<file path="src/rtl/rst_sequencer_if.sv">
// Request/reset bundle for the reset sequencer.
// master raises requests, slave drives the per-channel resets.
interface rst_sequencer_if #(
    parameter int NumRst = 4
);
    localparam int ChW = (NumRst > 1) ? $clog2(NumRst) : 1;

    logic [NumRst-1:0] btn_i;
    logic [NumRst-1:0] sw_req_i;
    logic [NumRst-1:0] rst_no;
    logic              all_released_o;
    logic              busy_o;
    logic [1:0]        cause_o;
    logic [ChW-1:0]    cause_ch_o;

    modport master (
        output btn_i, sw_req_i,
        input  rst_no, all_released_o, busy_o, cause_o, cause_ch_o
    );

    modport slave (
        input  btn_i, sw_req_i,
        output rst_no, all_released_o, busy_o, cause_o, cause_ch_o
    );
endinterface

</file>
<file path="src/rtl/rst_sequencer.sv">
// Multi-channel reset sequencer: debounced buttons and sw pulses
// hold a channel and all higher ones, then release them in order.
module rst_sequencer #(
    parameter int NumRst         = 4,
    parameter int StretchCycles  = 16,
    parameter int GapCycles      = 8,
    parameter int DebounceCycles = 1024,
    parameter int SyncStages     = 2
) (
    input logic             clk_i,
    input logic             rst_ni,
    rst_sequencer_if.slave  bus
);
    localparam int ChW    = (NumRst > 1) ? $clog2(NumRst) : 1;
    localparam int DbW    = $clog2(DebounceCycles + 1);
    localparam int MaxCnt = (StretchCycles > GapCycles) ? StretchCycles : GapCycles;
    localparam int CntW   = $clog2(MaxCnt + 1);

    typedef enum logic [1:0] {
        HOLD,
        STAGGER,
        RUN
    } state_e;

    logic [NumRst-1:0] sync_q [SyncStages];
    logic [NumRst-1:0] deb_q;
    logic [DbW-1:0]    db_cnt_q [NumRst];
    logic [NumRst-1:0] req;

    state_e            state_q, state_d;
    logic [ChW-1:0]    base_q, base_d;
    logic [ChW-1:0]    idx_q, idx_d;
    logic [CntW-1:0]   cnt_q, cnt_d;
    logic [NumRst-1:0] rst_q, rst_d;
    logic              all_q, all_d;
    logic              busy_q, busy_d;
    logic [1:0]        cause_q, cause_d;
    logic [ChW-1:0]    cause_ch_q, cause_ch_d;

    assign req = deb_q | bus.sw_req_i;

    // Button synchroniser and per-channel debounce counters
    always_ff @(posedge clk_i or negedge rst_ni) begin
        if (!rst_ni) begin
            for (int s = 0; s < SyncStages; s++) sync_q[s] <= '0;
            for (int i = 0; i < NumRst; i++) db_cnt_q[i] <= '0;
            deb_q <= '0;
        end else begin
            sync_q[0] <= bus.btn_i;
            for (int s = 1; s < SyncStages; s++) sync_q[s] <= sync_q[s-1];
            for (int i = 0; i < NumRst; i++) begin
                if (sync_q[SyncStages-1][i] == deb_q[i]) begin
                    db_cnt_q[i] <= '0;
                end else if (db_cnt_q[i] == DbW'(DebounceCycles - 1)) begin
                    deb_q[i]    <= ~deb_q[i];
                    db_cnt_q[i] <= '0;
                end else begin
                    db_cnt_q[i] <= db_cnt_q[i] + DbW'(1);
                end
            end
        end
    end

    // Sequencer state and registered outputs
    always_ff @(posedge clk_i or negedge rst_ni) begin
        if (!rst_ni) begin
            state_q    <= HOLD;
            base_q     <= '0;
            idx_q      <= '0;
            cnt_q      <= '0;
            rst_q      <= '0;
            all_q      <= 1'b0;
            busy_q     <= 1'b1;
            cause_q    <= 2'd0;
            cause_ch_q <= '0;
        end else begin
            state_q    <= state_d;
            base_q     <= base_d;
            idx_q      <= idx_d;
            cnt_q      <= cnt_d;
            rst_q      <= rst_d;
            all_q      <= all_d;
            busy_q     <= busy_d;
            cause_q    <= cause_d;
            cause_ch_q <= cause_ch_d;
        end
    end

    // Next state: requests re-hold from the new base, else stretch then stagger
    always_comb begin
        logic [ChW-1:0] k;
        logic [ChW-1:0] held_lo;
        logic [ChW-1:0] nb;

        state_d    = state_q;
        base_d     = base_q;
        idx_d      = idx_q;
        cnt_d      = cnt_q;
        rst_d      = rst_q;
        all_d      = all_q;
        busy_d     = busy_q;
        cause_d    = cause_q;
        cause_ch_d = cause_ch_q;

        k = '0;
        for (int i = NumRst - 1; i >= 0; i--) begin
            if (req[i]) k = ChW'(i);
        end
        held_lo = (state_q == STAGGER) ? idx_q : base_q;
        nb = (state_q == RUN || k < held_lo) ? k : held_lo;

        if (|req) begin
            for (int j = 0; j < NumRst; j++) begin
                if (ChW'(j) >= nb) rst_d[j] = 1'b0;
            end
            state_d    = HOLD;
            base_d     = nb;
            cnt_d      = '0;
            all_d      = 1'b0;
            busy_d     = 1'b1;
            cause_d    = deb_q[k] ? 2'd1 : 2'd2;
            cause_ch_d = nb;
        end else begin
            unique case (state_q)
                HOLD: begin
                    if (cnt_q == CntW'(StretchCycles - 1)) begin
                        rst_d[base_q] = 1'b1;
                        cnt_d = '0;
                        if (base_q == ChW'(NumRst - 1)) begin
                            state_d = RUN;
                            all_d   = 1'b1;
                            busy_d  = 1'b0;
                        end else begin
                            state_d = STAGGER;
                            idx_d   = base_q + ChW'(1);
                        end
                    end else begin
                        cnt_d = cnt_q + CntW'(1);
                    end
                end
                STAGGER: begin
                    if (cnt_q == CntW'(GapCycles - 1)) begin
                        rst_d[idx_q] = 1'b1;
                        cnt_d = '0;
                        if (idx_q == ChW'(NumRst - 1)) begin
                            state_d = RUN;
                            all_d   = 1'b1;
                            busy_d  = 1'b0;
                        end else begin
                            idx_d = idx_q + ChW'(1);
                        end
                    end else begin
                        cnt_d = cnt_q + CntW'(1);
                    end
                end
                default: begin
                end
            endcase
        end
    end

    assign bus.rst_no         = rst_q;
    assign bus.all_released_o = all_q;
    assign bus.busy_o         = busy_q;
    assign bus.cause_o        = cause_q;
    assign bus.cause_ch_o     = cause_ch_q;
endmodule

</file>
<file path="src/flat_wrapper.sv">
// flat-port wrapper written by rule: the top's interface ports become plain ports
module rst_sequencer_flat 
#(
    parameter int NumRst         = 4,
    parameter int StretchCycles  = 16,
    parameter int GapCycles      = 8,
    parameter int DebounceCycles = 1024,
    parameter int SyncStages     = 2
)
  (clk_i, rst_ni, bus_btn_i, bus_sw_req_i, bus_rst_no, bus_all_released_o, bus_busy_o, bus_cause_o, bus_cause_ch_o);
  rst_sequencer_if #(.NumRst(NumRst)) bus_i ();
  input logic clk_i;
  input logic rst_ni;
  input wire logic [$bits(bus_i.btn_i)-1:0] bus_btn_i;
  input wire logic [$bits(bus_i.sw_req_i)-1:0] bus_sw_req_i;
  output wire logic [$bits(bus_i.rst_no)-1:0] bus_rst_no;
  output wire logic [$bits(bus_i.all_released_o)-1:0] bus_all_released_o;
  output wire logic [$bits(bus_i.busy_o)-1:0] bus_busy_o;
  output wire logic [$bits(bus_i.cause_o)-1:0] bus_cause_o;
  output wire logic [$bits(bus_i.cause_ch_o)-1:0] bus_cause_ch_o;
  assign bus_i.btn_i = bus_btn_i;
  assign bus_i.sw_req_i = bus_sw_req_i;
  assign bus_rst_no = bus_i.rst_no;
  assign bus_all_released_o = bus_i.all_released_o;
  assign bus_busy_o = bus_i.busy_o;
  assign bus_cause_o = bus_i.cause_o;
  assign bus_cause_ch_o = bus_i.cause_ch_o;
  rst_sequencer #(.NumRst(NumRst), .StretchCycles(StretchCycles), .GapCycles(GapCycles), .DebounceCycles(DebounceCycles), .SyncStages(SyncStages)) u_core (.clk_i(clk_i), .rst_ni(rst_ni), .bus(bus_i));
endmodule
</file>
<file path="config.mk">
export PLATFORM = sky130hd
export DESIGN_NAME = rst_sequencer_flat
export DESIGN_NICKNAME = d
export VERILOG_FILES = /design/src/rtl/rst_sequencer_if.sv /design/src/rtl/rst_sequencer.sv /design/src/flat_wrapper.sv
export SDC_FILE = /design/constraint.sdc
export NUM_CORES = 1
export LEC_CHECK = 0
export ABC_AREA = 1
export ABC_CLOCK_PERIOD_IN_PS = 4700
export CAP_MARGIN = 20
export CORE_ASPECT_RATIO = 2
export CORE_MARGIN = 1.5
export CORE_UTILIZATION = 64
export DETAILED_ROUTE_END_ITERATION = 7
export GPL_TIMING_DRIVEN = 1
export PLACE_DENSITY = 0.85
export SLEW_MARGIN = 5
export SYNTH_ARGS = -nofsm -noshare
export SYNTH_HDL_FRONTEND = slang
export SYNTH_SLANG_ARGS = --single-unit
</file>
<file path="constraint.sdc">
create_clock -name clk_i -period 4.7 [get_ports clk_i]
set_clock_uncertainty 0.2 [all_clocks]
set_input_delay 0.94 -clock clk_i [delete_from_list [all_inputs] [get_ports clk_i]]
set_output_delay 0.94 -clock clk_i [all_outputs]
set_load 0.005 [all_outputs]
</file>
# [Word level (Yosys, flattened, before mapping)]
# Index checks and enable logic that the tools add are counted.
[totals] out_inout_bits=10 input_bits=10 wordCells=150 reg_bits=75
[op_classes] n_mux=56 bitwise=12 n_reduce_logical=18 order_cmp=10 n_eq_ne=26 add_sub_neg=7
[ops] op="11-bit 2-to-1 mux" n=8
[ops] op="11-bit by 1-bit adder with 11-bit output, second input constant" n=4
[ops] op="11-bit by 10-bit == test with 1-bit output, second input constant" n=4
[ops] op="2-bit 2-to-1 mux" n=16
[ops] op="4-bit AND reduction" n=5
[ops] op="1-bit 2-to-1 mux" n=17
[ops] op="5-bit 2-to-1 mux" n=3
[ops] op="2-bit != test, second input constant" n=7
[ops] op="4-bit 2-to-1 mux" n=3
[ops] op="4-bit OR" n=3
[ops] op="5-bit case mux with 2 select lines" n=1
[ops] op="2-bit by 3-bit less-than comparator with 1-bit output, second input constant" n=3
[ops] op="1-bit NOT" n=9
[ops] op="2-bit case mux with 2 select lines" n=2
[ops] op="4-bit case mux with 2 select lines" n=1
[ops] op="2-bit AND reduction" n=4
[ops] op="2-bit == test, second input constant" n=3
[ops] op="3-bit by 1-bit != test with 1-bit output, second input constant" n=2
[ops] op="3-bit != test, second input constant" n=2
[ops] op="6-bit AND reduction" n=1
[ops] op="5-bit by 1-bit adder with 5-bit output, second input constant" n=1
[ops] op="5-bit by 3-bit == test with 1-bit output, second input constant" n=1
[ops] op="5-bit by 4-bit == test with 1-bit output, second input constant" n=1
[ops] op="5-bit AND reduction" n=1
[ops] op="17 further kinds" n=27

# [Longest topological paths before layout]
# Gate-level depths: netlist of run 1.
[depth] word_depth=11 mapped_depth=15 ltp_nobuf=15

# [Least setup slack after synthesis of run 1]
# OpenSTA, ideal clock, no wires.
[synth_path] path_type="input port to flip-flop" start="in bus_sw_req_i[1]" end="reg u_core.rst_q[2] (netlist: u_core.bus.rst_no[2])" setup_ps=117 path_slack_ps=2289 required_time_ps=4383 path_buffers=0 path_stages=12 arrival_time_ps=2094 path_cell_list="nor2_1 > nand2_1 > nor2_1 > ha_1 > nand2_1 > nand2_2 > nand3_1 > nand3_2 > nand2_2 > nand2_1 > nand2_1 > nand2_1"
[synth_via] elab_chain_len=9 word_cells_on_any_way=14 classes_between="2 x order compare; 3 x eq/ne; 4 x mux; 1 x bitwise; 4 x reduce/logical"
[synth_rtl] element="start, declared" line="flat_wrapper.sv:15" rtl="input wire logic [$bits(bus_i.sw_req_i)-1:0] bus_sw_req_i;"
[synth_rtl] element="4-bit OR (*)" line="rst_sequencer.sv:40" rtl="assign req = deb_q | bus.sw_req_i;"
[synth_rtl] element="2-bit 2-to-1 mux (2 in series)" line="rst_sequencer.sv:107" rtl="if (req[i]) k = ChW'(i);"
[synth_rtl] element="2-bit less-than comparator" line="rst_sequencer.sv:110" rtl="nb = (state_q == RUN || k < held_lo) ? k : held_lo;"
[synth_rtl] element="1-bit logical OR" line="rst_sequencer.sv:110"
[synth_rtl] element="2-bit 2-to-1 mux" line="rst_sequencer.sv:110"
[synth_rtl] element="2-bit >= comparator" line="rst_sequencer.sv:114" rtl="if (ChW'(j) >= nb) rst_d[j] = 1'b0;"
[synth_rtl] element="2-bit != test (no line)"
[synth_rtl] element="4-bit AND reduction (no line)"
[synth_rtl] element="end signal, assigned" line="rst_sequencer.sv:81" rtl="rst_q <= rst_d;"
[synth_rtl] element="end, declared" line="rst_sequencer.sv:34" rtl="logic [NumRst-1:0] rst_q, rst_d;"
# Every way passes the cells marked *; elsewhere a longest branch is shown, timed or not.
# A chain may end at the register's enable or synchronous reset.

# [Worst setup path after layout of run 1]
[layout_path] start="in bus_sw_req_i[2]" end="reg u_core.idx_q[1]"
[layout_via] elab_chain_len=4
[layout_rtl] element="4-bit OR" line="rst_sequencer.sv:40"
[layout_rtl] element="4-bit OR reduction" line="rst_sequencer.sv:112" rtl="if (|req) begin"
[layout_rtl] element="1-bit NOT (no line)"
[layout_rtl] element="6-bit AND reduction (no line)"
[layout_rtl] element="end signal, assigned" line="rst_sequencer.sv:79" rtl="idx_q <= idx_d;"
[layout_rtl] element="end, declared" line="rst_sequencer.sv:32" rtl="logic [ChW-1:0] idx_q, idx_d;"
# Every way passes these cells.

==> run summary, run 1 <==
CP endpoint kind -> register
Req. time, crit path -> 4740 ps
Met2 wire len -> 3.44 mm
Sequential area share after synthesis -> 53.3%
Initial Util -> 65.6%
Port Buf Inserts -> 19
Ys async rst share -> 100%
Synth Area per Inst -> 9.30 µm²
Vias -> 2583
Total negative setup slack -> 0 ps
DRT met1 WL -> 2.43 mm
Final instance area -> 0.00399 mm²
Maximum number of pins on one net before global-route repair -> 44
Share of the synthesized area in the top cell type -> 52.5%
Antenna Nets Post-Route -> 0
Die extent in x -> 55.5 µm
Buffer depth of the longest clock path -> 2
Critical Path Start Type -> input pin
IO Count -> 20
Tot Pwr -> 1.39 mW
Pwr Density -> 349 mW/mm²
LEAKAGE -> 1.85 nW
Area grow syn2layout -> 13.2%
Skew-Pair Late Insertion Delay -> 350 ps
Top post-synthesis cells by area -> dfrtp_1 53%, nand2_1 6.1%, nor2_1 5.4%, inv_1 4.7%, nand3_1 3.3%
CTS Buf Count -> 9
Primary FF master, synth -> dfrtp_1
DRT iter0 DRCs -> 87
Top Metal Used -> met4
Final Hold Fails -> 0
Flops & latches, synth -> 75
GR Util All Layers -> 23.7%
Worst Path Arrival -> 2840 ps
Critical path class -> input pin to register
Placer Congestion -> 0.822
Htree depth -> 3
Max-slew headroom -> 36.6%
Die Area -> 0.00599 mm²
Period minus WS final -> 2800 ps
Num Clock Sinks -> 75
Syn Nets -> 397
Hold_buf cts -> 0
Layout cells sized above 1 -> 12.8%
Post-Place Cells -> 458
# rows -> 38
Die Y -> 108 µm
Syn Inst Count -> 379
Total Wirelength -> 6.17 mm
Post-Layout Cell Count -> 474
Root Driver -> clkbuf_8
Period utilization -> 59.7%
DP Area -> 0.00379 mm²
Initial antenna violation count -> 0
Post-Route Utilization -> 74.3%
Fmax -> 357 MHz
Max_cap viols -> 0
WL met3 -> 197 µm
Layout fillers -> 400
HPWL Detailed -> 4.64 mm
Area leader, netlist -> dfrtp_1
Pre-Repair DR Iteration Count -> 5
Drt wl/cell -> 13.0 µm
Slew Limit Fails -> 0
Peak VDD IR -> 0.354 mV
Clk pin slew, worst setup/hold paths -> 80 ps
Post-CTS Setup Inserts -> 0
Gr ovfl total -> 0
Final setup vio count -> 0
EDFF count, synth -> 0
Number of nets in the layout -> 427
Synth unique cells -> 43
Synthesis warning total -> 0
RSZ-0062 raised after global routing -> false
Worst-Margin Slew -> 950 ps
Outcome -> completed
Ant. Diodes -> 0
Core Box Area -> 0.00537 mm²
First-pass GRT wire length -> 11.0 mm
Post_cts resized -> 0
Vias per cell -> 5.45
Hold crit path type -> register to register
Max FO, Critical Path -> 13
Syn Std Cell Area -> 0.00352 mm²
DRC -> 0
CTS tree -> built
Vias in the first global route -> 2668
where the power goes:
group          switching [mW]  internal, mW  total (mW)
registers              0.0196         0.669       0.689
logic                   0.126        0.0824       0.208
clock network           0.236         0.259       0.495
total                   0.381          1.01        1.39
placed cells by master, fill, tap and decap left out, types with 5 or more instances in the layout:
cell	instances
nand2_1	57
ha_1	8
inv_1	44
nand4_1	8
nor2_2	7
o21ai_0	10
nor3b_1	11
dfrtp_1	74
xor2_1	10
nor3_1	5
xnor2_1	9
clkdlybuf4s50_1	18
clkbuf_8	10
nor2_1	51
nand3_1	23
nand2_2	5
a21oi_1	14
critical path: stages:
cell	delay, ps
clkdlybuf4s50_1	440
nor3_2	220
nand3_1	400
inv_2	260
nand2_1	110
inv_1	100
o2111ai_1	180
nand2_1	120
o21ai_1	80
routing by layer:
metal  vias to the layer above  global-route usage (%)
met3                        10                    6.46
met1                      1243                    25.0
li1                       1291                       -
met5                         -                       0
met2                        39                    42.7
met4                         0                    11.7
cell usage after synthesis (all sizes together), types with 2 or more instances:
library cell and count:
a31o 2, dfrtp 74, nand4 8, a211oi 3, nor3b 12, nor3 8
nand3 25, nand2 63, nor2 59, xor2 10, o21ai 17, o22ai 2
inv 49, a21oi 15, or2 3, mux2 2, xnor2 9, ha 8
path summary, 6_finish.rpt:
| check | from | end | slack (ps) | depth (start not counted) |
|---|---|---|---|---|
| worst min-delay path | u_core.sync_q[7]$_DFF_PN0_ | u_core.sync_q[3]$_DFF_PN0_ | 150 | 0 |
| min in group asynchronous | rst_ni | u_core.db_cnt_q[4]$_DFF_PN0_ | 530 | 1 |
| max in group asynchronous | rst_ni | u_core.db_cnt_q[39]$_DFF_PN0_ | 2820 | 2 |
| worst max register to register | u_core.state_q[1]$_DFFE_PN0P_ | u_core.bus.rst_no[2]$_DFFE_PN0P_ | 2370 | 12 |
| worst min register to register | u_core.sync_q[7]$_DFF_PN0_ | u_core.sync_q[3]$_DFF_PN0_ | 150 | 0 |
| worst max-delay path | bus_sw_req_i[2] | u_core.idx_q[1]$_DFFE_PN0P_ | 1900 | 9 |
registers in the layout, indices dropped and copies added, names as in the netlist:
| name | flops |
|---|---|
| u_core.idx_q | 2 |
| u_core.bus.cause_o | 2 |
| u_core.db_cnt_q | 44 |
| u_core.sync_q | 8 |
| u_core.state_q | 2 |
| u_core.bus.cause_ch_o | 2 |
| u_core.deb_q | 4 |
| u_core.cnt_q | 5 |
| u_core.bus.all_released_o | 1 |
| u_core.bus.busy_o | 1 |
| u_core.bus.rst_no | 4 |
area by class of cell:
class	count	area [µm²]	share of cell area, %
Inverter	50	190	4.76
Clock buffer	10	138	3.45
Timing Repair Buffer	20	193	4.83
Tap cell	60	75.1	1.88
Sequential cell	75	1880	47.1
Multi-Input combinational cell	253	1450	36.4
Clock inverter	6	65.1	1.63
cell families after synthesis:
| kind of cell | Yosys count | share of synthesized area [%] |
|---|---|---|
| and+or+nand+nor | 179 | 25.2 |
| DFF | 75 | 53.3 |
| buffers and inverters | 51 | 5.50 |
| AOI/OAI and AO/OA | 45 | 7.85 |
| xor gates and xnor gates | 19 | 4.72 |
| adders and majority gates | 8 | 2.84 |
| muxes | 2 | 0.639 |
stage by stage:
step / hold WS [ps] / setup WS [ps]
6_report: 149 / 1900
5_1_grt: 165 / 1680
4_1_cts: 154 / 1930
3_5_place_dp: 136 / 1540
3_3_place_gp: 133 / 1610
2_1_floorplan: 131 / 2290
Power figures use the tool's default switching activity.
==> inputs of run 2 (changes only) <==
--- a/config.mk
+++ b/config.mk
@@ -6,14 +6,14 @@
 export NUM_CORES = 1
 export LEC_CHECK = 0
 export ABC_AREA = 1
-export ABC_CLOCK_PERIOD_IN_PS = 4700
+export ABC_CLOCK_PERIOD_IN_PS = 2800
 export CAP_MARGIN = 20
 export CORE_ASPECT_RATIO = 2
 export CORE_MARGIN = 1.5
-export CORE_UTILIZATION = 64
+export CORE_UTILIZATION = 59
 export DETAILED_ROUTE_END_ITERATION = 7
 export GPL_TIMING_DRIVEN = 1
-export PLACE_DENSITY = 0.85
+export PLACE_DENSITY = 0.79
 export SLEW_MARGIN = 5
 export SYNTH_ARGS = -nofsm -noshare
 export SYNTH_HDL_FRONTEND = slang
==> constraint.sdc (replaced) <==
create_clock -name clk_i -period 2.8 [get_ports clk_i]
set_clock_uncertainty 0.2 [all_clocks]
set_input_delay 0.56 -clock clk_i [delete_from_list [all_inputs] [get_ports clk_i]]
set_output_delay 0.56 -clock clk_i [all_outputs]
set_load 0.005 [all_outputs]
==> run 2 against run 1 <==
The run now ends with DRC left. Count of clock-buffer cells in the layout down 1. Sequential share of layout area down 1.6 points. Die area up 8.1%. Worst setup slack worse by 1400 ps. Hold slack worse by 3.4 ps. Critical endpoint is now u_core.bus.rst_no[2]$_DFFE_PN0P_.
==> run summary, run 2 (same netlist as run 1, synthesis figures left out) <==
Period minus WS final -> 2320 ps
Worst-Margin Slew -> 924 ps (-26.5 ps)
Grt met3 use -> 4.72% (-1.7 points)
IO Count -> 20 (unchanged)
Max reg flops -> 44 (unchanged)
Initial Util -> 61.2% (-4.4 points)
Pwr Density -> 680 mW/mm² (+95%)
Max-slew headroom -> 38.4% (+1.8 points)
Max_cap viols -> 0 (unchanged)
Root Driver -> clkbuf_16
Post_cts resized -> 0 (unchanged)
Final setup vio count -> 0 (unchanged)
Die extent in x -> 57.7 µm (+3.9%)
Tot Pwr -> 2.81 mW (+100%)
Die Y -> 112 µm (+4.0%)
Period utilization -> 82.7%
Max FO, Critical Path -> 4 (-9)
CP endpoint kind -> register
DP Area -> 0.00379 mm² (about the same)
Vias -> 2589 (+0.23%)
CTS tree -> built
Placer Congestion -> 0.811 (-1.4%)
Drt wl/cell -> 13.6 µm (+4.1%)
GR peak layer -> met2
Req. time, crit path -> 2820 ps (-1920 ps)
Worst Path Arrival -> 2340 ps (-500 ps)
Failing checks -> DRC
Final instance area -> 0.00413 mm² (+3.6%)
Die Area -> 0.00647 mm² (+8.1%)
Biggest regs -> u_core.db_cnt_q: 44 flops, u_core.sync_q: 8 flops, u_core.cnt_q: 5 flops
Smallest setup slack after layout -> 483 ps (-1410 ps)
Outcome -> finished with violations
# rows -> 39 (+2.6%)
Number of nets in the layout -> 427 (unchanged)
Ant. Diodes -> 0 (unchanged)
Vias in the first global route -> 2740 (+2.7%)
Final Hold Fails -> 0 (unchanged)
Layout fillers -> 443 (+11%)
Initial antenna violation count -> 0 (unchanged)
Worst Setup SP -> bus_sw_req_i[0]
Routing usage on met2 -> 40.9% (-1.8 points)
Met1 Usage GRT -> 22.2% (-2.8 points)
Min-delay src -> u_core.sync_q[6]$_DFF_PN0_
Hold_buf cts -> 0 (unchanged)
Critical path class -> input pin to register
Placement Setup Slack -> 136 ps (-1410 ps)
RSZ-0062 raised after global routing -> false
Gr ovfl total -> 0 (unchanged)
Commonest non-fill, non-tap cell in the layout -> dfrtp_1
Clk pin slew, worst setup/hold paths -> 60 ps (-20 ps)
Slew Limit Fails -> 0 (unchanged)
Port Buf Inserts -> 19 (unchanged)
Commonest cells after routing, fill and taps aside -> 74 x dfrtp_1, 57 x nand2_1, 51 x nor2_1
Peak VDD IR -> 0.521 mV (+47%)
Hold crit path type -> register to register
Num Clock Sinks -> 75 (unchanged)
Top reg by flops -> u_core.db_cnt_q
Skew-Pair Late Insertion Delay -> 330 ps (-20 ps)
Total negative setup slack -> 0 ps (unchanged)
Fmax -> 432 MHz
CTS Buf Count -> 9 (unchanged)
LEAKAGE -> 1.91 nW (+3.4%)
Post-CTS Setup Inserts -> 0 (unchanged)
Antenna Nets Post-Route -> 0 (unchanged)
Layout cells sized above 1 -> 12.8% (unchanged)
First-pass GRT wire length -> 11.2 mm (+1.2%)
Fin Hold WS -> 146 ps (-3.41 ps)
Htree depth -> 3 (unchanged)
HPWL Detailed -> 4.52 mm (-2.5%)
Vias per cell -> 5.45 (about the same)
Area grow syn2layout -> 17.3%
R2R Path Start -> u_core.state_q[1]$_DFFE_PN0P_
DRC -> 3 (+3)
Core Box Area -> 0.00576 mm² (+7.2%)
Pre-Repair DR Iteration Count -> 8 (+3)
Buffer depth of the longest clock path -> 2 (unchanged)
GR Util All Layers -> 22.1% (-1.6 points)
Critical Path Start Type -> input pin
Total Wirelength -> 6.44 mm (+4.3%)
Maximum number of pins on one net before global-route repair -> 76 (+73%)
DRT iter0 DRCs -> 88 (+1.1%)
==> run 2: changes by cell type in the layout (fill, tap and decap cells not counted) <==
cell / change
clkbuf_8: -10
clkbuf_16: +9
bufinv_16: +2
buf_2: -1
buf_4: +1
clkinv_4: -1
==> run 2: through the flow <==
stage	instances	util (%)
after detailed placement	459	65.9
after CTS	475	71.8
after global routing	475	71.8
after floorplan	379	-
after global placement	459	65.9
final	475	71.8
==> run 2: worst max-delay path, stage by stage <==
cell,delay [ps]
clkdlybuf4s50_1,440
nor2_1,180
nand2_1,80
nor2_1,190
ha_1,270
nand2_1,80
nand2_2,70
nand3_1,80
nand3_2,120
nand2_2,110
nand2_1,50
nand2_1,60
nand2_1,50
==> run 2: where the power goes <==
part | leakage, nW | total, mW | switching [mW] | internal, mW
logic | 0.738 | 0.349 | 0.210 | 0.139
registers | 1.01 | 1.16 | 0.0330 | 1.13
clock network | 0.165 | 1.31 | 0.437 | 0.868
total | 1.91 | 2.81 | 0.680 | 2.13
==> run 2: routing by layer <==
| layer | share of wire (%) | routed length, µm |
|---|---|---|
| met3 | 2.4 | 154 |
| met4 | 1.9 | 124 |
| met5 | 0 | 0 |
| met1 | 39 | 2540 |
| met2 | 56 | 3620 |
==> run 2: final cells by class <==
class,instances,area (µm²),share of cell area [%]
sequential,75,1880,45.4
timing repair buffer,20,195,4.72
inverter,50,190,4.60
clock inverter,7,116,2.81
multi-input combinational,253,1450,35.1
clock buffer,9,225,5.45
tap,61,76.3,1.85
==> run 2: path summary, 6_finish.rpt <==
kind                                                    endpoint  slack (ps)  cells past startpoint
worst max-delay path            u_core.bus.rst_no[2]$_DFFE_PN0P_         480                     13
worst min-delay path                  u_core.sync_q[2]$_DFF_PN0_         150                      0
worst max register to register  u_core.bus.rst_no[2]$_DFFE_PN0P_         510                     12
worst min register to register        u_core.sync_q[2]$_DFF_PN0_         150                      0
max in group asynchronous          u_core.db_cnt_q[33]$_DFF_PN0_        1630                      1
min in group asynchronous            u_core.idx_q[1]$_DFFE_PN0P_         170                      1
